`src/rtl/fp_class_pkg.sv`:
```
// Shared constants, the S1 decode-flag bundle and the one-hot class encoder
// for the FCLASS pipeline.
package fp_class_pkg;

    // Bit positions of the RISC-V FCLASS result mask
    localparam int CLS_NEG_INF  = 0;
    localparam int CLS_NEG_NORM = 1;
    localparam int CLS_NEG_SUB  = 2;
    localparam int CLS_NEG_ZERO = 3;
    localparam int CLS_POS_ZERO = 4;
    localparam int CLS_POS_SUB  = 5;
    localparam int CLS_POS_NORM = 6;
    localparam int CLS_POS_INF  = 7;
    localparam int CLS_SNAN     = 8;
    localparam int CLS_QNAN     = 9;
    localparam int CLS_W        = 10;

    // Operand format select
    localparam logic FMT_S = 1'b0;
    localparam logic FMT_D = 1'b1;

    // Fields captured in S1; everything S2 needs to pick the class bit.
    // unboxed marks a single-precision operand whose upper half is not all
    // ones, which must be treated as the canonical quiet NaN.
    typedef struct packed {
        logic sign;
        logic exp_max;
        logic exp_zero;
        logic man_zero;
        logic man_msb;
        logic unboxed;
    } s1_flags_t;

    // Map decoded flags onto exactly one class bit
    function automatic logic [CLS_W-1:0] fp_class_encode(input s1_flags_t f);
        logic [CLS_W-1:0] m;
        m = '0;
        if (f.unboxed) begin
            m[CLS_QNAN] = 1'b1;
        end else if (f.exp_max) begin
            if (f.man_zero) begin
                if (f.sign) m[CLS_NEG_INF] = 1'b1;
                else        m[CLS_POS_INF] = 1'b1;
            end else begin
                // NaN sign is irrelevant; mantissa MSB picks quiet vs signalling
                if (f.man_msb) m[CLS_QNAN] = 1'b1;
                else           m[CLS_SNAN] = 1'b1;
            end
        end else if (f.exp_zero) begin
            if (f.man_zero) begin
                if (f.sign) m[CLS_NEG_ZERO] = 1'b1;
                else        m[CLS_POS_ZERO] = 1'b1;
            end else begin
                if (f.sign) m[CLS_NEG_SUB] = 1'b1;
                else        m[CLS_POS_SUB] = 1'b1;
            end
        end else begin
            if (f.sign) m[CLS_NEG_NORM] = 1'b1;
            else        m[CLS_POS_NORM] = 1'b1;
        end
        return m;
    endfunction

endpackage

```
`src/rtl/fp_classify_pipe_if.sv`:
```
// Request/response bundle of the FCLASS pipeline.
//
// Handshake: on each side a transfer happens at a rising clock edge where
// valid && ready are both high. A producer holding valid keeps its payload
// stable until the transfer; ready may depend combinationally on downstream
// ready, valid never depends on ready. flush is a synchronous kill of
// everything in flight and travels with the request side.
interface fp_classify_pipe_if #(
    parameter int XLEN  = 64,
    parameter int TAG_W = 5
);
    logic             flush;
    logic             in_valid;
    logic             in_ready;
    logic             in_fmt;
    logic [XLEN-1:0]  in_data;
    logic [TAG_W-1:0] in_tag;
    logic             out_valid;
    logic             out_ready;
    logic [XLEN-1:0]  out_class;
    logic [TAG_W-1:0] out_tag;

    // Requester / result consumer side
    modport master (
        output flush, in_valid, in_fmt, in_data, in_tag, out_ready,
        input  in_ready, out_valid, out_class, out_tag
    );

    // Classifier side
    modport slave (
        input  flush, in_valid, in_fmt, in_data, in_tag, out_ready,
        output in_ready, out_valid, out_class, out_tag
    );
endinterface

```
`src/rtl/fp_class_decode.sv`:
```
// Combinational field decode ahead of S1: selects S or D field positions,
// reduces exponent/mantissa to flags and performs the NaN-box check.
module fp_class_decode
    import fp_class_pkg::*;
#(
    parameter int XLEN  = 64,
    parameter int HAS_D = 1
) (
    input  logic            i_fmt,
    input  logic [XLEN-1:0] i_data,
    output s1_flags_t       o_flags
);

    logic [63:0] w_d64;
    logic        w_boxed;
    logic        w_fmt_d;

    // Present a 64-bit view of the operand; the box check only exists when
    // there is an upper half to check.
    generate
        if (XLEN >= 64) begin : g_wide
            assign w_d64   = i_data[63:0];
            assign w_boxed = &i_data[63:32];
        end else begin : g_narrow
            assign w_d64   = {{(64-XLEN){1'b0}}, i_data};
            assign w_boxed = 1'b1;
        end
    endgenerate

    // Without double support the format bit is ignored and S is assumed
    assign w_fmt_d = (HAS_D != 0) && (XLEN >= 64) && (i_fmt == FMT_D);

    // Extract sign/exponent/mantissa flags for the selected format
    always_comb begin
        o_flags = '0;
        if (w_fmt_d) begin
            o_flags.sign     = w_d64[63];
            o_flags.exp_max  = &w_d64[62:52];
            o_flags.exp_zero = ~|w_d64[62:52];
            o_flags.man_zero = ~|w_d64[51:0];
            o_flags.man_msb  = w_d64[51];
            o_flags.unboxed  = 1'b0;
        end else begin
            o_flags.sign     = w_d64[31];
            o_flags.exp_max  = &w_d64[30:23];
            o_flags.exp_zero = ~|w_d64[30:23];
            o_flags.man_zero = ~|w_d64[22:0];
            o_flags.man_msb  = w_d64[22];
            o_flags.unboxed  = ~w_boxed;
        end
    end

endmodule

```
`src/rtl/fp_classify_pipe.sv`:
```
// Two-stage FCLASS pipeline: S1 registers the decoded flags, S2 registers the
// one-hot class. Each stage carries a valid bit and the request tag; the
// whole pipe stalls from the output backwards and can be flushed.
module fp_classify_pipe
    import fp_class_pkg::*;
#(
    parameter int XLEN  = 64,
    parameter int TAG_W = 5,
    parameter int HAS_D = 1
) (
    input  logic               clk,
    input  logic               rst_n,
    fp_classify_pipe_if.slave  bus
);

    logic             r_s1_v;
    s1_flags_t        r_s1_flags;
    logic [TAG_W-1:0] r_s1_tag;

    logic             r_s2_v;
    logic [CLS_W-1:0] r_s2_class;
    logic [TAG_W-1:0] r_s2_tag;

    s1_flags_t        w_dec_flags;
    logic [CLS_W-1:0] w_s2_class_d;
    logic             w_s2_adv;
    logic             w_s1_adv;
    logic             w_s1_load;
    logic             w_s2_load;

    fp_class_decode #(
        .XLEN  (XLEN),
        .HAS_D (HAS_D)
    ) u_decode (
        .i_fmt   (bus.in_fmt),
        .i_data  (bus.in_data),
        .o_flags (w_dec_flags)
    );

    // A stage may take new content when it is empty or its occupant moves on
    assign w_s2_adv  = !r_s2_v || bus.out_ready;
    assign w_s1_adv  = !r_s1_v || w_s2_adv;
    // Payload registers only load on a real transfer into the stage
    assign w_s1_load = bus.in_valid && w_s1_adv && !bus.flush;
    assign w_s2_load = r_s1_v && w_s2_adv && !bus.flush;

    // S1 valid: follows the request when S1 advances, killed by flush
    always_ff @(posedge clk or negedge rst_n) begin
        if (!rst_n) begin
            r_s1_v <= 1'b0;
        end else if (bus.flush) begin
            r_s1_v <= 1'b0;
        end else if (w_s1_adv) begin
            r_s1_v <= bus.in_valid;
        end
    end

    // S1 payload: decoded flags and tag of the accepted request
    always_ff @(posedge clk or negedge rst_n) begin
        if (!rst_n) begin
            r_s1_flags <= '0;
            r_s1_tag   <= '0;
        end else if (w_s1_load) begin
            r_s1_flags <= w_dec_flags;
            r_s1_tag   <= bus.in_tag;
        end
    end

    // One-hot encode of the S1 flags feeding S2
    always_comb begin
        w_s2_class_d = fp_class_encode(r_s1_flags);
    end

    // S2 valid: takes S1's valid when S2 advances, killed by flush
    always_ff @(posedge clk or negedge rst_n) begin
        if (!rst_n) begin
            r_s2_v <= 1'b0;
        end else if (bus.flush) begin
            r_s2_v <= 1'b0;
        end else if (w_s2_adv) begin
            r_s2_v <= r_s1_v;
        end
    end

    // S2 payload: class mask and tag, held while the consumer stalls
    always_ff @(posedge clk or negedge rst_n) begin
        if (!rst_n) begin
            r_s2_class <= '0;
            r_s2_tag   <= '0;
        end else if (w_s2_load) begin
            r_s2_class <= w_s2_class_d;
            r_s2_tag   <= r_s1_tag;
        end
    end

    // No skid buffer: ready is a direct function of occupancy and out_ready
    assign bus.in_ready  = w_s1_adv;
    assign bus.out_valid = r_s2_v;
    assign bus.out_class = {{(XLEN-CLS_W){1'b0}}, r_s2_class};
    assign bus.out_tag   = r_s2_tag;

endmodule
```
`src/flat_wrapper.sv`:
```
// flat-port wrapper written by rule: the top's interface ports become plain ports
module fp_classify_pipe_flat import fp_class_pkg::*;
#(
    parameter int XLEN  = 64,
    parameter int TAG_W = 5,
    parameter int HAS_D = 1
)
  (clk, rst_n, bus_flush, bus_in_valid, bus_in_fmt, bus_in_data, bus_in_tag, bus_out_ready, bus_in_ready, bus_out_valid, bus_out_class, bus_out_tag);
  fp_classify_pipe_if #(.XLEN(XLEN), .TAG_W(TAG_W)) bus_i ();
  input  logic clk;
  input  logic rst_n;
  input wire logic [$bits(bus_i.flush)-1:0] bus_flush;
  input wire logic [$bits(bus_i.in_valid)-1:0] bus_in_valid;
  input wire logic [$bits(bus_i.in_fmt)-1:0] bus_in_fmt;
  input wire logic [$bits(bus_i.in_data)-1:0] bus_in_data;
  input wire logic [$bits(bus_i.in_tag)-1:0] bus_in_tag;
  input wire logic [$bits(bus_i.out_ready)-1:0] bus_out_ready;
  output wire logic [$bits(bus_i.in_ready)-1:0] bus_in_ready;
  output wire logic [$bits(bus_i.out_valid)-1:0] bus_out_valid;
  output wire logic [$bits(bus_i.out_class)-1:0] bus_out_class;
  output wire logic [$bits(bus_i.out_tag)-1:0] bus_out_tag;
  assign bus_i.flush = bus_flush;
  assign bus_i.in_valid = bus_in_valid;
  assign bus_i.in_fmt = bus_in_fmt;
  assign bus_i.in_data = bus_in_data;
  assign bus_i.in_tag = bus_in_tag;
  assign bus_i.out_ready = bus_out_ready;
  assign bus_in_ready = bus_i.in_ready;
  assign bus_out_valid = bus_i.out_valid;
  assign bus_out_class = bus_i.out_class;
  assign bus_out_tag = bus_i.out_tag;
  fp_classify_pipe #(.XLEN(XLEN), .TAG_W(TAG_W), .HAS_D(HAS_D)) u_core (.clk(clk), .rst_n(rst_n), .bus(bus_i));
endmodule
```
`config.mk`:
```
export PLATFORM = sky130hd
export DESIGN_NAME = fp_classify_pipe_flat
export DESIGN_NICKNAME = d
export VERILOG_FILES = /design/src/rtl/fp_class_pkg.sv /design/src/rtl/fp_classify_pipe_if.sv /design/src/rtl/fp_class_decode.sv /design/src/rtl/fp_classify_pipe.sv /design/src/flat_wrapper.sv
export SDC_FILE = /design/constraint.sdc
export NUM_CORES = 1
export LEC_CHECK = 0
export CORE_ASPECT_RATIO = 1.75
export CORE_MARGIN = 4
export CORE_UTILIZATION = 34
export CTS_CLUSTER_SIZE = 24
export DETAILED_ROUTE_END_ITERATION = 6
export HOLD_SLACK_MARGIN = 0.06
export PLACE_DENSITY_LB_ADDON = 0.15
export SLEW_MARGIN = 20
export SYNTH_ARGS = -nofsm -noshare
export SYNTH_HDL_FRONTEND = slang
export SYNTH_SLANG_ARGS = --single-unit
```
`constraint.sdc`:
```
create_clock -name clk -period 1.6 [get_ports clk]
set_input_delay 0.48 -clock clk [delete_from_list [all_inputs] [get_ports clk]]
set_output_delay 0.48 -clock clk [all_outputs]
set_load 0.02 [all_outputs]
```
==> results of run 1 <==
worst paths after layout:
check                                      from                     to  slack (ps)
hold / removal             u_core.r_s2_class[6]   u_core.r_s2_class[6]         480
hold reg to reg            u_core.r_s2_class[6]   u_core.r_s2_class[6]         480
setup / recovery                      bus_flush   u_core.r_s2_class[6]          70
setup reg to reg           u_core.bus.out_valid   u_core.r_s2_class[6]         220
max in group asynchronous                 rst_n   u_core.r_s2_class[6]         890
min in group asynchronous                 rst_n  u_core.bus.out_tag[0]         550
synthesized netlist by cell type:
cell                       instances
sky130_fd_sc_hd__nand2b_1          2
sky130_fd_sc_hd__nand2b_4          1
sky130_fd_sc_hd__nor4_1           16
sky130_fd_sc_hd__o41ai_2           1
sky130_fd_sc_hd__dfrtp_1          28
sky130_fd_sc_hd__buf_4            54
sky130_fd_sc_hd__mux2_2            5
sky130_fd_sc_hd__nand3b_2          1
sky130_fd_sc_hd__nor2_1            3
sky130_fd_sc_hd__nand4b_1          1
sky130_fd_sc_hd__mux2i_1           1
sky130_fd_sc_hd__nand2_1          16
sky130_fd_sc_hd__buf_6             3
sky130_fd_sc_hd__a21boi_0          1
sky130_fd_sc_hd__inv_1             4
sky130_fd_sc_hd__a31oi_1           1
sky130_fd_sc_hd__mux2_1            5
sky130_fd_sc_hd__o21ai_1           2
sky130_fd_sc_hd__a22o_1            3
sky130_fd_sc_hd__or4_4             1
sky130_fd_sc_hd__clkbuf_2          1
sky130_fd_sc_hd__a21oi_1           3
sky130_fd_sc_hd__o31ai_1           1
sky130_fd_sc_hd__nand3b_4          2
sky130_fd_sc_hd__nor4b_1           1
sky130_fd_sc_hd__nand4_1          11
sky130_fd_sc_hd__o21ai_0           7
sky130_fd_sc_hd__o211ai_1          1
sky130_fd_sc_hd__o31ai_2           1
sky130_fd_sc_hd__a31o_2            1
sky130_fd_sc_hd__nor3_1            3
sky130_fd_sc_hd__conb_1            1
sky130_fd_sc_hd__mux2_4            1
sky130_fd_sc_hd__o21ai_2           2
sky130_fd_sc_hd__nor3b_1           1
sky130_fd_sc_hd__nand3_1           3
layout make-up:
| class | count | area, um2 |
|---|---|---|
| timing repair buffer | 109 | 1050 |
| fill | 495 | 2480 |
| tap | 74 | 92.6 |
| multi-input combinational | 152 | 921 |
| clock buffer | 3 | 41.3 |
| inverter | 4 | 15.0 |
| sequential | 28 | 701 |
what timing repair did:
action                                  4_1_cts  5_1_grt
gates resized for setup                      25        5
cloned                                        0        0
endpoints found under the setup margin       23        3
pin swaps                                     0        3
power by group:
group | total, mW | switching, mW | leakage [nW] | internal, mW
clock | 0.376 | 0.207 | 0.0216 | 0.169
combinational | 0.646 | 0.335 | 0.928 | 0.311
sequential | 0.847 | 0.0522 | 0.360 | 0.795
total | 1.87 | 0.595 | 1.31 | 1.28
state kept, by name (all words and copies together) (netlist names):
| register | count |
|---|---|
| u_core.r_s1_v | 1 |
| u_core.bus.out_tag | 5 |
| u_core.bus.out_valid | 1 |
| u_core.r_s1_tag | 5 |
| u_core.r_s1_flags | 6 |
| u_core.r_s2_class | 10 |
routing by layer:
layer / vias to the layer above / track usage
met1: 756 / 0.123
li1: 792 / -
met5: - / 0
met2: 85 / 0.279
met3: 5 / 0.00213
met4: 0 / 0.0556
cell families after synthesis:
| group | Yosys count |
|---|---|
| compound gates | 24 |
| buf+inv | 62 |
| flops | 28 |
| mux | 12 |
| other cells | 1 |
| simple gates | 62 |
metrics by stage:
step	std cells	setup WS, ps
2_1_floorplan	242	93.1
3_3_place_gp	367	-549
3_5_place_dp	367	-568
4_1_cts	370	6.91
5_1_grt	370	6.51
6_report	370	71.9
critical path, stage by stage:
cell                              delay [ps]
sky130_fd_sc_hd__clkdlybuf4s50_1         480
sky130_fd_sc_hd__nand3b_4                210
sky130_fd_sc_hd__or4_4                   450
sky130_fd_sc_hd__o21ai_2                 120
==> run metrics, run 1 <==
outcome=finished, final reports clean; path type of the worst min-delay path=reg2reg; synthesized instance count=about 190; clock latency at the later pin of the worst-skew pair=270 ps; average wire length per cell after detail routing=12.6 um; post-synthesis share of cell area spent on and, or, nand and nor gates=0.207; number of remaining DRC errors=0; Die Outline Area=6750 um2; drt initial violations=29; dominant combinational cell family by area after synthesis=buffers and inverters; post-route total power=1.87 mW; ranking of synthesized cells by area=sky130_fd_sc_hd__dfrtp_1, sky130_fd_sc_hd__buf_4, sky130_fd_sc_hd__nor4_1; number of global-route vias before repair=1,631; data required time of the worst path=between 1500 and 2000 ps; synthesis-to-layout area growth=51.8%; I/O pin count=146; drt pass-1 iters=2; count of cell types in the netlist=36; syn avg cell area=9.82 um2; starting utilization of the core area=0.350; RSZ-0062 raised after global routing=false; GRT Resource Usage Total=0.132; Finish-stage setup viols=0; antenna fix cells=0; clock buffer count from CTS=3; xor-xnor portion of the synthesized cell area=0; FF-to-FF path depth=5; worst clock skew=1.87 ps; worst hold slack across all endpoints=476 ps; Setup Buffers After CTS=0; count of warnings emitted by yosys=0; area share of fa/ha/maj cells after synthesis=0; top layer used by detailed routing=met4; share of post-route cells with drive strength above 1=0.139; sequential element share of the synthesized area=0.378; total number of placement rows=35; final hold vios=0; detail-routed via count per cell=4.43; placement-stage cell area=roughly 2800 um2; Total Nets Final=373; final cell area excluding filler cells=2820 um2; highest-count cells in the layout ignoring fill and taps=sky130_fd_sc_hd__clkdlybuf4s50_1, sky130_fd_sc_hd__conb_1, sky130_fd_sc_hd__dfrtp_1, sky130_fd_sc_hd__dlygate4sd2_1, sky130_fd_sc_hd__buf_4; buffers added on ports=91; path type of the worst setup path=in2reg; root buffer selected by CTS=sky130_fd_sc_hd__clkbuf_8; total number of vias=1,638; final-layout setup total negative slack=0 ps; die span in x=around 64 um; max-cap check violation count=0; first-pass GRT wire length=around 7.0 mm; critical path arrival=approximately 1700 ps; post-layout utilization of the core=0.532; # hold bufs at CTS=0; CORE AREA=~5300 um2; Yosys reg bits=28; Netlist Area Pre-Place=1860 um2; type of element launching the critical path=input pin; largest vdd supply drop=0.000278 V; CTS tree=yes; final global-route overflow total=0; Max Clock Freq=0.654 GHz; Final Wtd Congestion=0.775; Power per Cell Area=664 nW/um2; final number of max-transition violations=0; area fraction in compound gates after synthesis=0.0917; mux cell area share after synthesis=0.0742; most common library cell in the layout ignoring fill and taps=sky130_fd_sc_hd__clkdlybuf4s50_1; antenna-violating nets left=0; final clock period utilization by the worst path=0.955; shortest clock period the worst path allows after layout=1530 ps; Max H-tree Level=1; pin count of the biggest net entering global routing=29; cell accounting for the most synthesized area=sky130_fd_sc_hd__dfrtp_1; leakage power total=1.31 nW; post-detailed-placement half-perimeter wirelength=approximately 4.2 mm; met3 WL post-DR=~330 um; Yosys top cell area share=0.378; total wire length after detailed routing=~4.7 mm; worst hold path depth=2; Critical Path End Type=register; initial antenna violation count=0; routed length on met2=approximately 2.8 mm; buffer levels on the longest clock path=2; number of sinks driven by the clock tree=28; Die Y=106 um; sum of routed wire segments on met1=1.45 mm; highest net fanout along the worst path=5; clock transition at the register clock pins on the worst setup and hold paths after CTS=90 ps
Power figures use the tool's default switching activity.
==> inputs of run 2 (changes only) <==
==> constraint.sdc (replaced) <==
create_clock -name clk -period 1.55 [get_ports clk]
set_input_delay 0.465 -clock clk [delete_from_list [all_inputs] [get_ports clk]]
set_output_delay 0.465 -clock clk [all_outputs]
set_load 0.02 [all_outputs]
==> run 2 against run 1 <==
  * Sequential share of layout area is 0.37 points lower
  * Total power is 3.3% higher
  * Cell area is 1.5% higher
  * Combinational power is 5.0% higher
  * Register-to-register slack worse by 40 ps
  * Global-route usage is 0.33 points higher
  * Clock-buffer cell count stayed put
  * Largest power group unchanged
==> run metrics, run 2 (same netlist as run 1, synthesis figures left out) <==
outcome=finished, final reports clean (unchanged); Die Outline Area=6750 um2 (unchanged); final global-route overflow total=0 (unchanged); antenna-violating nets left=0 (unchanged); die span in x=63.8 um (unchanged); CTS tree=yes (unchanged); number of global-route vias before repair=1,626 (was 1,631); starting utilization of the core area=0.350 (unchanged); max-cap check violation count=0 (unchanged); type of element launching the critical path=register (was input pin); root buffer selected by CTS=sky130_fd_sc_hd__clkbuf_8 (unchanged); drt pass-1 iters=4 (was 2); Total Nets Final=374 (was 373); leakage power total=1.32 nW (was 1.31 nW); total number of placement rows=35 (unchanged); initial antenna violation count=0 (unchanged); data required time of the worst path=1080 ps (was 1810 ps); highest-count cells in the layout ignoring fill and taps=sky130_fd_sc_hd__clkdlybuf4s50_1, sky130_fd_sc_hd__conb_1, sky130_fd_sc_hd__dfrtp_1, sky130_fd_sc_hd__dlygate4sd2_1, sky130_fd_sc_hd__buf_4 (unchanged); buffers added on ports=91 (unchanged); worst hold slack across all endpoints=475 ps (was 476 ps); Die Y=106 um (unchanged); count of buffer and inverter cells on the critical path=1 (unchanged); Worst path max stage delay=420 ps (was 480 ps); first-pass GRT wire length=7.13 mm (was 7.04 mm); detail-routed via count per cell=4.44 (was 4.43); I/O pin count=146 (unchanged); Regs by FF count=u_core.r_s2_class x10, u_core.r_s1_flags x6 (unchanged); number of sinks driven by the clock tree=28 (unchanged); Max Clock Freq=a little under 0.7 GHz; highest net fanout along the worst path=3 (was 5); most common library cell in the layout ignoring fill and taps=sky130_fd_sc_hd__clkdlybuf4s50_1 (unchanged); CORE AREA=5300 um2 (unchanged); drt initial violations=13 (was 29); total number of vias=1,647 (was 1,638); number of remaining DRC errors=0 (unchanged); post-route total power=1.93 mW (was 1.87 mW); share of post-route cells with drive strength above 1=0.155 (was 0.139); GRT Resource Usage Total=0.135 (was 0.132); shortest clock period the worst path allows after layout=1480 ps; synthesis-to-layout area growth=54.1% (was 51.8%); Setup Buffers After CTS=0 (unchanged); final number of max-transition violations=0 (unchanged); clock transition at the register clock pins on the worst setup and hold paths after CTS=90 ps (about the same); final-layout setup total negative slack=0 ps (unchanged); critical path arrival=1020 ps (was 1740 ps); worst clock skew=2.65 ps (was 1.87 ps); total wire length after detailed routing=4.79 mm (was 4.68 mm); post-layout utilization of the core=0.540 (was 0.532); pin count of the biggest net entering global routing=29 (unchanged); standard cell with the maximum stage delay on the critical path=sky130_fd_sc_hd__dfrtp_1 (was sky130_fd_sc_hd__clkdlybuf4s50_1); average wire length per cell after detail routing=12.9 um (was 12.6 um); filler cell count in the final layout=507 (was 495); Finish-stage setup viols=0 (unchanged); largest vdd supply drop=0.000341 V (was 0.000278 V); post-detailed-placement half-perimeter wirelength=4.19 mm (about the same); final hold vios=0 (unchanged); path type of the worst min-delay path=reg2reg (unchanged); critical path's top delay family=flip-flops (was simple AND/OR/NAND/NOR gates); max FFs per register=10 (unchanged); Power per Cell Area=675 nW/um2 (was 664 nW/um2); Critical Path End Type=output pin (was register); RSZ-0062 raised after global routing=false (unchanged); final clock period utilization by the worst path=0.955; Max H-tree Level=1 (unchanged); buffer levels on the longest clock path=2 (unchanged); register with the most flip-flops=u_core.r_s2_class (unchanged); Final Wtd Congestion=0.774 (was 0.775); path type of the worst setup path=reg2out (was in2reg); antenna fix cells=0 (unchanged); worst path cell trace=dlygate4sd2_1 (was clkdlybuf4s50_1, nand3b_4, or4_4, o21ai_2); clock buffer count from CTS=3 (unchanged); clock latency at the later pin of the worst-skew pair=260 ps (was 270 ps)
==> run 2: cell count changes in the layout (fill, tap and decap cells not counted) <==
cell / delta
sky130_fd_sc_hd__nor4_2: +4
sky130_fd_sc_hd__clkdlybuf4s50_1: -2
sky130_fd_sc_hd__nand3b_4: +1
sky130_fd_sc_hd__nor4_1: -4
sky130_fd_sc_hd__dlygate4sd2_1: +2
sky130_fd_sc_hd__o21ai_0: -1
sky130_fd_sc_hd__o21ai_1: +1
==> run 2: area by class of cell <==
type,instances,area (um2),share of cell area
tap,74,92.6,0.0324
clock buffer,3,41.3,0.0144
inverter,4,15.0,0.00525
multi-input combinational,153,966,0.338
timing repair buffer,109,1040,0.365
sequential,28,701,0.245
==> run 2: timing repair <==
action	4_1_cts	5_1_grt
hold buffers	0	0
pin swaps	3	6
gates cloned	1	0
resized for setup	28	10
setup endpoints to repair	25	11
==> run 2: final timing paths <==
| check | startpoint | endpoint | slack, ps | cells past startpoint |
|---|---|---|---|---|
| max reg2reg | u_core.bus.out_valid | u_core.r_s2_class[1] | 180 | 5 |
| max | u_core.bus.out_valid | bus_out_valid | 70 | 1 |
| min reg2reg | u_core.r_s2_class[1] | u_core.r_s2_class[1] | 470 | 2 |
| max in group asynchronous | rst_n | u_core.r_s2_class[7] | 840 | 2 |
| min | u_core.r_s2_class[1] | u_core.r_s2_class[1] | 470 | 2 |
| min in group asynchronous | rst_n | u_core.bus.out_tag[0] | 550 | 2 |
==> run 2: routing by layer <==
| metal | track usage | wire length (um) | vias up |
|---|---|---|---|
| li1 | - | - | 794 |
| met1 | 0.123 | 1460 | 759 |
| met2 | 0.286 | 2880 | 89 |
| met3 | 0.00320 | 349 | 5 |
| met4 | 0.0634 | 94 | 0 |
| met5 | 0 | 0 | - |
==> run 2: worst reg2reg max path: stages, from the launching register on <==
cell	delay [ps]
sky130_fd_sc_hd__dfrtp_1	420
sky130_fd_sc_hd__buf_4	150
sky130_fd_sc_hd__nand2b_4	70
sky130_fd_sc_hd__nand3b_4	100
sky130_fd_sc_hd__or4_4	450
sky130_fd_sc_hd__o21ai_2	120
==> run 2: stage by stage <==
| stage | setup WS (ps) | cell area (um2) | std cells |
|---|---|---|---|
| CTS | -189 | 2810 | 371 |
| global route | 1.35 | 2860 | 371 |
| global placement | -566 | 2760 | 367 |
| finish | 69.0 | 2860 | 371 |
| detailed placement | -590 | 2760 | 367 |
| floorplan | 58.1 | 2050 | 242 |
==> run 2: power by group <==
| group | switching, mW | internal (mW) |
|---|---|---|
| clock network | 0.205 | 0.174 |
| registers | 0.0536 | 0.821 |
| logic | 0.354 | 0.324 |
| total | 0.613 | 1.32 |
